File: src/rtl/minterm_pkg.sv
// Shared types and constants for the minterm scanner: FSM state encoding,
// default input width and the default truth table.
package minterm_pkg;

    localparam int DEFAULT_N = 3;
    localparam int DEPTH     = 1 << DEFAULT_N;

    // y = ~a&~b&~c | a&~b&~c | a&~b&c  (indices 0, 4 and 5)
    localparam logic [DEPTH-1:0] SILLY_TT = 8'h31;

    typedef enum logic [1:0] {
        IDLE  = 2'd0,
        SCAN  = 2'd1,
        DRAIN = 2'd2
    } state_e;

endpackage : minterm_pkg

File: src/rtl/minterm_scanner_tt_lookup.sv
// Truth-table lookup: reports whether the function output at idx equals the
// requested target value.
module tt_lookup #(
    parameter int                  N     = minterm_pkg::DEFAULT_N,
    parameter logic [(1<<N)-1:0]   TRUTH = minterm_pkg::SILLY_TT
) (
    input  logic [N-1:0] idx,
    input  logic         want,
    output logic         match
);

    assign match = (TRUTH[idx] == want);

endmodule : tt_lookup

File: src/rtl/minterm_scanner.sv
// Sweeps every input vector of a parameterised truth table and streams the
// indices whose output equals the captured target over a valid/ready port.
module minterm_scanner
    import minterm_pkg::*;
#(
    parameter int                  N     = DEFAULT_N,
    parameter logic [(1<<N)-1:0]   TRUTH = SILLY_TT
) (
    input  logic         clk,
    input  logic         reset_n,
    input  logic         start,
    input  logic         want,
    output logic         busy,
    output logic         m_valid,
    input  logic         m_ready,
    output logic [N-1:0] m_data,
    output logic         done,
    output logic [N:0]   count
);

    localparam logic [N-1:0] IDX_LAST = {N{1'b1}};

    state_e       state_q, state_d;
    logic [N-1:0] idx_q, idx_d;
    logic         want_q, want_d;
    logic         m_valid_q, m_valid_d;
    logic [N-1:0] m_data_q, m_data_d;
    logic         busy_q, busy_d;
    logic         done_q, done_d;
    logic [N:0]   count_q, count_d;

    logic match;
    logic hs;
    logic stall;

    tt_lookup #(
        .N     (N),
        .TRUTH (TRUTH)
    ) u_tt_lookup (
        .idx   (idx_q),
        .want  (want_q),
        .match (match)
    );

    assign hs    = m_valid_q &  m_ready;
    assign stall = m_valid_q & ~m_ready;

    always_comb begin
        // NOTE: every variable gets its hold value first so no path through
        // the case statement can leave one unassigned and infer a latch.
        state_d   = state_q;
        idx_d     = idx_q;
        want_d    = want_q;
        m_valid_d = m_valid_q;
        m_data_d  = m_data_q;
        busy_d    = busy_q;
        done_d    = 1'b0;
        count_d   = count_q;

        if (hs) begin
            count_d = count_q + (N+1)'(1);
        end

        unique case (state_q)
            IDLE: begin
                if (start) begin
                    state_d   = SCAN;
                    idx_d     = '0;
                    count_d   = '0;
                    want_d    = want;
                    busy_d    = 1'b1;
                    m_valid_d = 1'b0;
                end
            end

            SCAN: begin
                // A stall freezes the presented vector and the sweep position.
                if (!stall) begin
                    m_valid_d = match;
                    m_data_d  = idx_q;
                    if (idx_q == IDX_LAST) begin
                        state_d = DRAIN;
                    end else begin
                        idx_d = idx_q + N'(1);
                    end
                end
            end

            DRAIN: begin
                // Finish only once the final candidate, if any, has been taken.
                if (!stall) begin
                    m_valid_d = 1'b0;
                    done_d    = 1'b1;
                    busy_d    = 1'b0;
                    state_d   = IDLE;
                end
            end

            default: begin
                state_d = IDLE;
            end
        endcase
    end

    // NOTE: state is updated with non-blocking assignments so every flop
    // samples the pre-edge values regardless of statement order.
    always_ff @(posedge clk or negedge reset_n) begin
        if (!reset_n) begin
            state_q   <= IDLE;
            idx_q     <= '0;
            want_q    <= 1'b0;
            m_valid_q <= 1'b0;
            m_data_q  <= '0;
            busy_q    <= 1'b0;
            done_q    <= 1'b0;
            count_q   <= '0;
        end else begin
            state_q   <= state_d;
            idx_q     <= idx_d;
            want_q    <= want_d;
            m_valid_q <= m_valid_d;
            m_data_q  <= m_data_d;
            busy_q    <= busy_d;
            done_q    <= done_d;
            count_q   <= count_d;
        end
    end

    assign busy    = busy_q;
    assign m_valid = m_valid_q;
    assign m_data  = m_data_q;
    assign done    = done_q;
    assign count   = count_q;

endmodule : minterm_scanner

File: config.mk
export PLATFORM = sky130hd
export DESIGN_NAME = minterm_scanner
export DESIGN_NICKNAME = d
export VERILOG_FILES = /design/src/rtl/minterm_pkg.sv /design/src/rtl/minterm_scanner_tt_lookup.sv /design/src/rtl/minterm_scanner.sv
export SDC_FILE = /design/constraint.sdc
export NUM_CORES = 1
export LEC_CHECK = 0
export BUFFER_PORTS_ARGS = -buffer_cell sky130_fd_sc_hd__buf_2
export CORE_MARGIN = 4
export CORE_UTILIZATION = 53
export DETAILED_ROUTE_END_ITERATION = 16
export PLACE_DENSITY = 0.74
export SLEW_MARGIN = 10
export SYNTH_ARGS = -nofsm -noshare
export SYNTH_HDL_FRONTEND = slang
export SYNTH_SLANG_ARGS = --single-unit
File: constraint.sdc
create_clock -name clk -period 3.22 [get_ports clk]
set_input_delay 0.644 -clock clk [delete_from_list [all_inputs] [get_ports clk]]
set_output_delay 0.644 -clock clk [all_outputs]
set_load 0.05 [all_outputs]
==> out/qor.yml, run 1 <==
status: "finished, final reports clean"
ys_async_sr_fraction_pct: 100
dp_cells: 104
required_ns: 2.58
post_synth.cell_area_avg_um2: 10.2
core_area_mm2: 0.00133
cts_tree: "built"
skew_ns: 0.00313
io_buffers: 14
fp.dieW_um: 46.2
routedWlPerCell_um: 13.9
worst-path-buf-inv: 1
grt_max_degree: 17
worst_hold_slack_ns: 0.240
post_cts_resized: 0
syn_area_um2: 774
powerDensity_mw_per_mm2: 1080
holdBufCountCts: 0
crit_chain: "buf_2"
finalSetupViolations: 0
ys_seq_area_share_pct: 51.7
cp_data_arrival_time_ns: 1.10
drtIter0Drc: 8
place_congestion: 0.724
cts_buffers: 3
r2r_cells: 4
fmax_ghz: 0.572
crit_path_top_delay_cell: "dfrtp_1"
irDropWorstVdd_v: 0.000489
cts_root_buf: "clkbuf_4"
num_antenna_cells: 0
num_rows: 13
synth_edf_count: 0
place_ws_ns: 1.65
cts_buffer_depth: 2
synth_area_leader_cell: "dfrtp_1"
cts.clk_slew.worst_paths_ns: 0.09
synth_most_common_cell: "dfrtp_1"
yosys_warnings: 0
rsz0062_at_grt: "false"
r2r_slack_ns: 1.64
reg2reg_from: "idx_q[0]$_DFFE_PN0P_"
die_h_um: 46.2
antenna_found_initial: 0
initial_utilization_pct: 58.1
synthTopCellsByCount: "16 x dfrtp_1, 14 x nand2_1, 7 x o21ai_0"
syn_nets: 85
drc: 0
setup_tns_ns: 0
overflow: 0
hold_viol_final: 0
holdCritPathClass: "in2async"
worstReg2RegEnd: "idx_q[0]$_DFFE_PN0P_"
ys_types: 28
grt_pass1_vias: 539
ys_ff_latch: 16
fin_crit_ns: 1.75
cts_sinks: 16
dpl.hpwl_um: 1100
tightest_slew_ns: 0.363
cts_setup_buffers: 0
fin_crit_sh_pct: 54.2
critPathLaunchType: "flip-flop"
via_per_inst: 5.55
relSlewSlack_pct: 75.6
critPathTopFamily: "flip-flops"
fin_nets: 103
p_leak_nw: 0.434
grt.total_usage_pct: 16.0
worstSetupPathType: "reg2out"
cpPeakStageDelay_ns: 0.49
finalNonFillerCells: 107
vias: 594
final_layout_size_suffix_gt1_share_pct: 25.0
routed_wl_um: 1480
maxSlewViolCount: 0
worst_setup_path_end_kind: "output pin"
total_power_w: 0.000955
ys.flop_type: "dfrtp_1"
insertion_delay_ns: 0.29
layout_setup_ws_ns: 1.47
yosys.area.top_type_share_pct: 51.7
crit_fanout: 8
synth_area_leaders: "dfrtp_1 52%, nand2_1 6.8%, ha_1 6.5%"
maxCapViolCount: 0
io_pins: 15
syn_inst: 76
die_area_mm2: 0.00214
grt_pass1_wl_um: 2370
firstDrtPassIters: 4
area_delta_synth_final_pct: 13.7
htreeDepth: 1
antenna_left: 0
[metrics by stage]
stage                     area, um^2  utilization, %
final                            881            66.0
after global routing             881            66.0
after CTS                        881            66.0
after detailed placement         858            64.4
after global placement           858            64.4
after floorplan                  774               -
[area by class of cell]
class	count	area, um^2
multi-input cells	57	362
clock buffers	3	22.5
flip-flops and latches	16	400
inverters	2	7.51
repair buffers	14	70.1
well taps	15	18.8
fillers	115	453
[flip-flops by register name, summed over array words and instances, names as in the netlist]
name / count
count: 4
want_q: 1
busy: 1
m_valid: 1
idx_q: 3
m_data: 3
done: 1
state_q: 2
[where the power goes]
part / switching (W) / leakage (nW) / internal [W]
registers: 0.0000776 / 0.198 / 0.000280
logic: 0.000325 / 0.222 / 0.000164
clock network: 0.0000648 / 0.0138 / 0.0000436
[routing by layer]
metal	wire length, um	vias up	global-route usage [%]
li1	-	296	-
met1	690	280	21.4
met2	688	16	24.2
met3	91	2	2.34
met4	13	0	9.66
met5	0	-	0
[logic make-up (layout without fill, tap and decap cells)]
kind of cell / after synthesis / in the layout / share of synthesized area (%)
AO/OA/AOI/OAI: 14 / 14 / 10.5
XOR/XNOR: 3 / 3 / 3.39
adder cells (fa/ha/maj): 4 / 4 / 6.46
buffers and inverters: 3 / 19 / 1.62
flip-flops: 16 / 16 / 51.7
multiplexers: 1 / 1 / 1.94
AND/OR/NAND/NOR: 35 / 35 / 24.4
[worst max path at each step]
stage	depth (start not counted)	endpoint	from
finish	1	m_valid	m_valid$_DFFE_PN0P_
global route	1	m_valid	m_valid$_DFFE_PN0P_
CTS	1	m_valid	m_valid$_DFFE_PN0P_
detailed placement	4	m_data[2]$_DFFE_PN0P_	m_ready
global placement	4	m_data[2]$_DFFE_PN0P_	m_ready
floorplan	3	m_data[2]$_DFFE_PN0P_	m_valid$_DFFE_PN0P_
[layout by cell type, fill, tap and decap left out]
| master | instances |
|---|---|
| a21oi_1 | 2 |
| a31oi_1 | 1 |
| and2_0 | 1 |
| buf_2 | 14 |
| clkbuf_4 | 3 |
| dfrtp_1 | 16 |
| ha_1 | 4 |
| inv_1 | 2 |
| mux2_4 | 1 |
| nand2_1 | 14 |
| nand2_2 | 1 |
| nand2b_1 | 3 |
| nand2b_2 | 1 |
| nand2b_4 | 1 |
| nand3_1 | 4 |
| nor2_1 | 4 |
| nor2_2 | 1 |
| nor2b_4 | 1 |
| nor3_1 | 1 |
| nor4b_1 | 1 |
| o211ai_1 | 1 |
| o21ai_0 | 7 |
| o221ai_1 | 1 |
| o22ai_1 | 1 |
| o31ai_1 | 1 |
| or3_1 | 1 |
| or4_1 | 1 |
| xnor2_1 | 1 |
| xor2_1 | 2 |
No activity file was read; power rests on OpenSTA's default activity.
==> run 2, diff against run 1 <==
Settings changed: CORE_UTILIZATION 53 to 52, PLACE_DENSITY 0.74 to 0.73.
Clock period 3.22 ns to 1.75 ns, I/O delays scaled along.
==> run 2 against run 1 <==
Net effect: non-clock buffer count grew 1; wire length shrank 3.0%; design area rose by 2.7%; register-to-register slack worse by 1.4 ns; worst setup slack got worse by 1.3 ns; cell count is 1.9% higher; combinational power increased by 83%; sequential power is 82% higher; critical endpoint is now idx_q[0]$_DFFE_PN0P_.
==> out/qor.yml, run 2 (synthesis results as in run 1) <==
power_switching_w: 0.000853  # +83%
required_ns: 1.98  # -0.60 ns
routedWlPerCell_um: 13.2  # -4.8%
final_layout_size_suffix_gt1_share_pct: 25.5  # +0.53 points
p_leak_nw: 0.445  # +2.6%
io_buffers: 14  # unchanged
overflow: 0  # unchanged
p_int_w: 0.000944  # +94%
crit_path_top_delay_cell: "or4_1"
holdCritPathClass: "in2reg"
crit_fanout: 5  # -3
grt_max_degree: 17  # unchanged
hold_viol_final: 0  # unchanged
die_area_mm2: 0.00217  # +1.6%
cts_setup_buffers: 0  # unchanged
cts.clk_slew.worst_paths_ns: 0.10  # about the same
die_h_um: 46.6  # +0.79%
total_power_w: 0.00180  # +88%
hold_start: "want"
hold-path-endpoint: "want_q$_DFFE_PN0P_"
cp_data_arrival_time_ns: 1.77  # +0.67 ns
cpPeakStageDelay_ns: 0.52  # +0.03 ns
skew_ns: 0.00387  # +0.000735 ns
fin_nets: 104  # +0.97%
grt_pass1_vias: 604  # +12%
post_cts_resized: 0  # unchanged
setup_tns_ns: 0  # unchanged
powerDensity_mw_per_mm2: 1990  # +83%
worstSetupPathType: "reg2reg"
cts_sinks: 16  # unchanged
via_per_inst: 5.55  # about the same
num_antenna_cells: 0  # unchanged
pwr-share-seq_pct: 36.3  # -1.2 points
switching_share_pct: 47.5  # -1.5 points
cts_root_buf: "clkbuf_4"
fp.dieW_um: 46.6  # +0.79%
multi_input_area_um2: 362  # unchanged
insertion_delay_ns: 0.29  # about the same
cts_buffers: 3  # unchanged
drc: 0  # unchanged
final_common_cell: "dfrtp_1"
fin_crit_ns: 1.54
io_pins: 15  # unchanged
maxSlewViolCount: 0  # unchanged
area_delta_synth_final_pct: 16.8
antenna_left: 0  # unchanged
grt_pass1_wl_um: 2480  # +4.7%
pwr-share-comb_pct: 49.9  # -1.3 points
cts_buffer_depth: 2  # unchanged
num_rows: 13  # unchanged
reg2reg_from: "idx_q[0]$_DFFE_PN0P_"
finalSetupViolations: 0  # unchanged
maxCapViolCount: 0  # unchanged
vias: 605  # +1.9%
core_area_mm2: 0.00135  # +1.2%
r2r_cells: 4  # unchanged
holdBufCountCts: 1  # +1
crit_chain: "ha_1, ha_1, or4_1, nand3_1"
fin_crit_sh_pct: 87.8
tightest_slew_ns: 0.382  # +0.0191 ns
regArea_um2: 400  # unchanged
antenna_found_initial: 0  # unchanged
relSlewSlack_pct: 74.4  # -1.3 points
pwr-share-clk_pct: 13.8  # +2.5 points
routed_wl_um: 1440  # -3.0%
rsz0062_at_grt: "false"
htreeDepth: 1  # unchanged
nFillCells: 105  # -8.7%
r2r_slack_ns: 0.21  # -1.43 ns
final_cell_mix: "16 x dfrtp_1, 14 x nand2_1, 14 x buf_2"
irDropWorstVdd_v: 0.000941  # +92%
path_common_cell: "ha_1"
drtIter0Drc: 13  # +5
critPathLaunchType: "flip-flop"
cts_tree: "built"
grt.total_usage_pct: 16.3  # +0.31 points
worst_setup_path_end_kind: "flip-flop"
hold_depth: 3
initial_utilization_pct: 57.4  # -0.70 points
status: "finished, final reports clean"
worstReg2RegEnd: "idx_q[0]$_DFFE_PN0P_"
firstDrtPassIters: 4  # unchanged
dpl.hpwl_um: 1080  # -1.2%
fmax_ghz: 0.651
largest_reg_flops: 4  # unchanged
place_congestion: 0.838  # +16%
==> run 2: cell count changes in the layout (fill, tap and decap cells not counted), sizes merged <==
cell,before,now
dlygate4sd3,0,1
clkbuf,3,4
==> run 2: cell type report <==
class / instances / area share, %
Tap cell: 15 / 2.07
Inverter: 2 / 0.830
Sequential cell: 16 / 44.3
Timing Repair Buffer: 15 / 8.85
Multi-Input combinational cell: 57 / 40.0
Clock buffer: 4 / 4.01
==> run 2: layer usage <==
metal  up-vias  track usage [%]  wire, um
met4         0             8.52        23
met1       288             19.4       676
li1        299                -         -
met5         -                0         0
met3         2             3.91        78
met2        16             26.9       660
==> run 2: power by group through the flow <==
stage | Clock [W] | Combinational, W | Sequential (W)
after global placement | 0 | 0.000885 | 0.000655
after detailed placement | 0 | 0.000901 | 0.000661
after global routing | 0.000271 | 0.000992 | 0.000680
after CTS | 0.000254 | 0.000906 | 0.000651
after floorplan | 0 | 0.000423 | 0.000934
final | 0.000247 | 0.000897 | 0.000653
==> run 2: through the flow <==
step / utilization [%] / std cells / instance area [um^2] / setup slack [ns] / hold WS [ns]
after floorplan: - / 76 / 774 / 0.264 / 0.0544
after global placement: 63.6 / 104 / 858 / 0.277 / 0.279
after detailed placement: 63.6 / 104 / 858 / 0.231 / 0.279
after CTS: 67.0 / 109 / 905 / 0.208 / 0.242
after global routing: 67.0 / 109 / 905 / 0.111 / 0.256
final: 67.0 / 109 / 905 / 0.213 / 0.255
==> run 2: worst max-delay path, delay by kind of cell, from the launching register on <==
| kind | cells | cell delay [ns] |
|---|---|---|
| and+or+nand+nor | 2 | 0.61 |
| adders and majority gates | 2 | 0.44 |
| DFF | 1 | 0.43 |
==> run 2: how the worst max path moves through the flow <==
stage,from,depth (start not counted),endpoint
floorplan,m_valid$_DFFE_PN0P_,3,m_data[2]$_DFFE_PN0P_
global placement,idx_q[0]$_DFFE_PN0P_,4,idx_q[0]$_DFFE_PN0P_
detailed placement,idx_q[0]$_DFFE_PN0P_,4,idx_q[0]$_DFFE_PN0P_
CTS,idx_q[0]$_DFFE_PN0P_,4,idx_q[0]$_DFFE_PN0P_
global route,idx_q[0]$_DFFE_PN0P_,4,idx_q[2]$_DFFE_PN0P_
finish,idx_q[0]$_DFFE_PN0P_,4,idx_q[0]$_DFFE_PN0P_
==> run 3, diff against run 2 <==
Settings changed: CORE_UTILIZATION 52 to 51, PLACE_DENSITY 0.73 to 0.72, SKIP_CTS_REPAIR_TIMING from default to 1, SYNTH_HIERARCHICAL from default to 1.
==> run 3 against run 2 <==
Net effect: sequential cell count is the same; maximum frequency shrank 7.6%; sequential share of layout area is the same; core utilization shrank 0.80 points; critical path depth is the same; via count shrank 2.6%; register-to-register slack lost 0.13 ns; synthesized cell count shrank 2.6%; cell count shrank 0.92%; die area grew 1.5%; critical endpoint is now idx_q[1]$_DFFE_PN0P_; largest cell class unchanged; highest routed layer unchanged.
==> out/qor.yml, run 3 <==
grt_pass1_vias: 562  # -7.0%
synth_simple_gate_area_share_pct: 21.2  # -3.2 points
cts_tree: "built"
grt.total_usage_pct: 16.6  # +0.31 points
insertion_delay_ns: 0.28  # about the same
required_ns: 1.95  # -0.03 ns
ys_ff_latch: 16  # unchanged
grtUsageMet1_pct: 21.5  # +2.2 points
synth_area_leader_cell: "dfrtp_1"
cts_buffer_depth: 2  # unchanged
maxSlewViolCount: 0  # unchanged
synth_edf_count: 0  # unchanged
antenna_left: 0  # unchanged
skew_ns: 0.00554  # +0.00167 ns
critPathLaunchType: "flip-flop"
met2_usage_pct: 27.1  # +0.18 points
die_area_mm2: 0.00220  # +1.5%
synthAdderAreaFrac_pct: 4.85  # -1.6 points
cts.clk_slew.worst_paths_ns: 0.09  # about the same
crit_fanout: 6  # +1
io_pins: 15  # unchanged
maxCapViolCount: 0  # unchanged
synth_most_common_cell: "dfrtp_1"
synthTopCellsByCount: "16 x dfrtp_1, 11 x nand2_1, 5 x nand3_1"
cp_data_arrival_time_ns: 1.86  # +0.09 ns
ys.flop_type: "dfrtp_1"
hold_viol_final: 0  # unchanged
post_synth.cell_area_avg_um2: 10.4  # +2.5%
num_rows: 13  # unchanged
ys_async_sr_fraction_pct: 100  # unchanged
antenna_found_initial: 0  # unchanged
cts_sinks: 16  # unchanged
core_area_mm2: 0.00137  # +1.2%
via_per_inst: 5.45  # -1.7%
synth_area_leaders: "dfrtp_1 52%, nand2_1 5.3%, ha_1 4.9%"
final_common_cell: "dfrtp_1"
final_layout_size_suffix_gt1_share_pct: 25.8  # +0.27 points
area_delta_synth_final_pct: 17.0
overflow: 0  # unchanged
grt_pass1_wl_um: 2560  # +3.0%
drtIter0Drc: 16  # +3
dpl.hpwl_um: 1080  # -0.52%
final_cell_mix: "16 x dfrtp_1, 14 x buf_2, 11 x nand2_1"
synthMuxAreaShare_pct: 6.96  # +5.0 points
io_buffers: 14  # unchanged
status: "finished, final reports clean"
busiest_layer: "met2"
ys_seq_area_share_pct: 51.8  # +0.084 points
cts_root_buf: "clkbuf_4"
syn_nets: 82  # -3.5%
firstDrtPassIters: 4  # unchanged
grt_max_degree: 17  # unchanged
yosys_warnings: 6  # +6
worst_setup_path_end_kind: "flip-flop"
die_h_um: 46.9  # +0.74%
yosys.area.top_type_share_pct: 51.8  # +0.084 points
worstSetupPathType: "reg2reg"
fp.dieW_um: 46.9  # +0.74%
relSlewSlack_pct: 72.5  # -1.8 points
vias: 589  # -2.6%
largest_reg_flops: 4  # unchanged
place_congestion: 0.807  # -3.7%
met3_usage_pct: 3.45  # -0.46 points
cts_buffers: 3  # unchanged
syn_inst: 74  # -2.6%
fin_nets: 102  # -1.9%
fin_crit_sh_pct: 95.0  # +7.2 points
initial_utilization_pct: 56.6  # -0.77 points
routed_wl_um: 1520  # +5.6%
rsz0062_at_grt: "false"
routedWlPerCell_um: 14.1  # +6.6%
syn_area_um2: 773  # -0.16%
num_antenna_cells: 0  # unchanged
drc: 0  # unchanged
fin_crit_ns: 1.66  # +0.126 ns
finalSetupViolations: 0  # unchanged
tightest_slew_ns: 0.409  # +0.0270 ns
ys_types: 26  # -7.1%
holdCritPathClass: "in2reg"
fmax_ghz: 0.601  # -7.6%
synth_xor_area_share_pct: 3.40  # +0.0055 points
htreeDepth: 1  # unchanged
setup_tns_ns: 0  # unchanged
synth_compound_area_share_pct: 8.90  # -1.6 points
synth_top_family_by_area: "simple AND/OR/NAND/NOR gates"
[run 3: cell count changes after synthesis, moves of 2 or more]
cell and delta:
mux2_2 +3, nand2_1 -3, o21ai_0 -3, and2b_1 +2
mux2i_1 +2
[run 3: stage by stage]
step                      worst slack [ns]  instance area (um^2)  util (%)  hold WS [ns]  cells
after floorplan                      0.277                   773         -        0.0544     74
after global placement               0.243                   858      62.8         0.281    103
after detailed placement             0.179                   858      62.8         0.281    103
after CTS                           0.0856                   895      65.5       -0.0338    107
after global routing                0.0197                   905      66.2         0.251    108
final                               0.0874                   905      66.2         0.256    108
[run 3: worst max-delay path, cell delays in order (launching register included)]
cell,delay (ns)
dfrtp_1,0.46
ha_1,0.24
ha_1,0.24
nor3_1,0.40
mux2i_1,0.25
[run 3: final timing paths]
| kind | slack (ns) | endpoint | depth (start not counted) | start |
|---|---|---|---|---|
| setup / recovery | 0.09 | idx_q[1]$_DFFE_PN0P_ | 4 | idx_q[0]$_DFFE_PN0P_ |
| min in group asynchronous | 0.50 | count[2]$_DFF_PN0_ | 2 | reset_n |
| hold reg to reg | 0.51 | m_data[0]$_DFFE_PN0P_ | 1 | m_data[0]$_DFFE_PN0P_ |
| hold / removal | 0.26 | want_q$_DFFE_PN0P_ | 3 | want |
| setup reg to reg | 0.09 | idx_q[1]$_DFFE_PN0P_ | 4 | idx_q[0]$_DFFE_PN0P_ |
| max in group asynchronous | 0.99 | idx_q[2]$_DFFE_PN0P_ | 2 | reset_n |
[run 3: layout make-up]
type                    count  area, um^2
well taps                  15        18.8
inverters                   3        11.3
clock buffers               4        36.3
fillers                   111         462
multi-input cells          54         350
flip-flops and latches     16         400
repair buffers             16        87.6
[run 3: layer usage]
layer	vias to the layer above	part of all wire [%]	routed length (um)
met5	-	0	0
met4	0	0.66	10
met3	2	4.5	68
met2	16	47	714
met1	276	48	727
li1	295	-	-
[run 3: cell families (layout without fill, tap and decap cells)]
logic type | count (synthesis) | in the layout
compound gates | 11 | 11
mux | 5 | 5
buf+inv | 4 | 23
flops | 16 | 16
simple gates | 32 | 32
xor+xnor | 3 | 3
fa+ha+maj | 3 | 3
Power of run 3 is left out: the tool's default activity adds up to more than one toggle a clock period on the data nets, which glitch-free logic cannot reach.
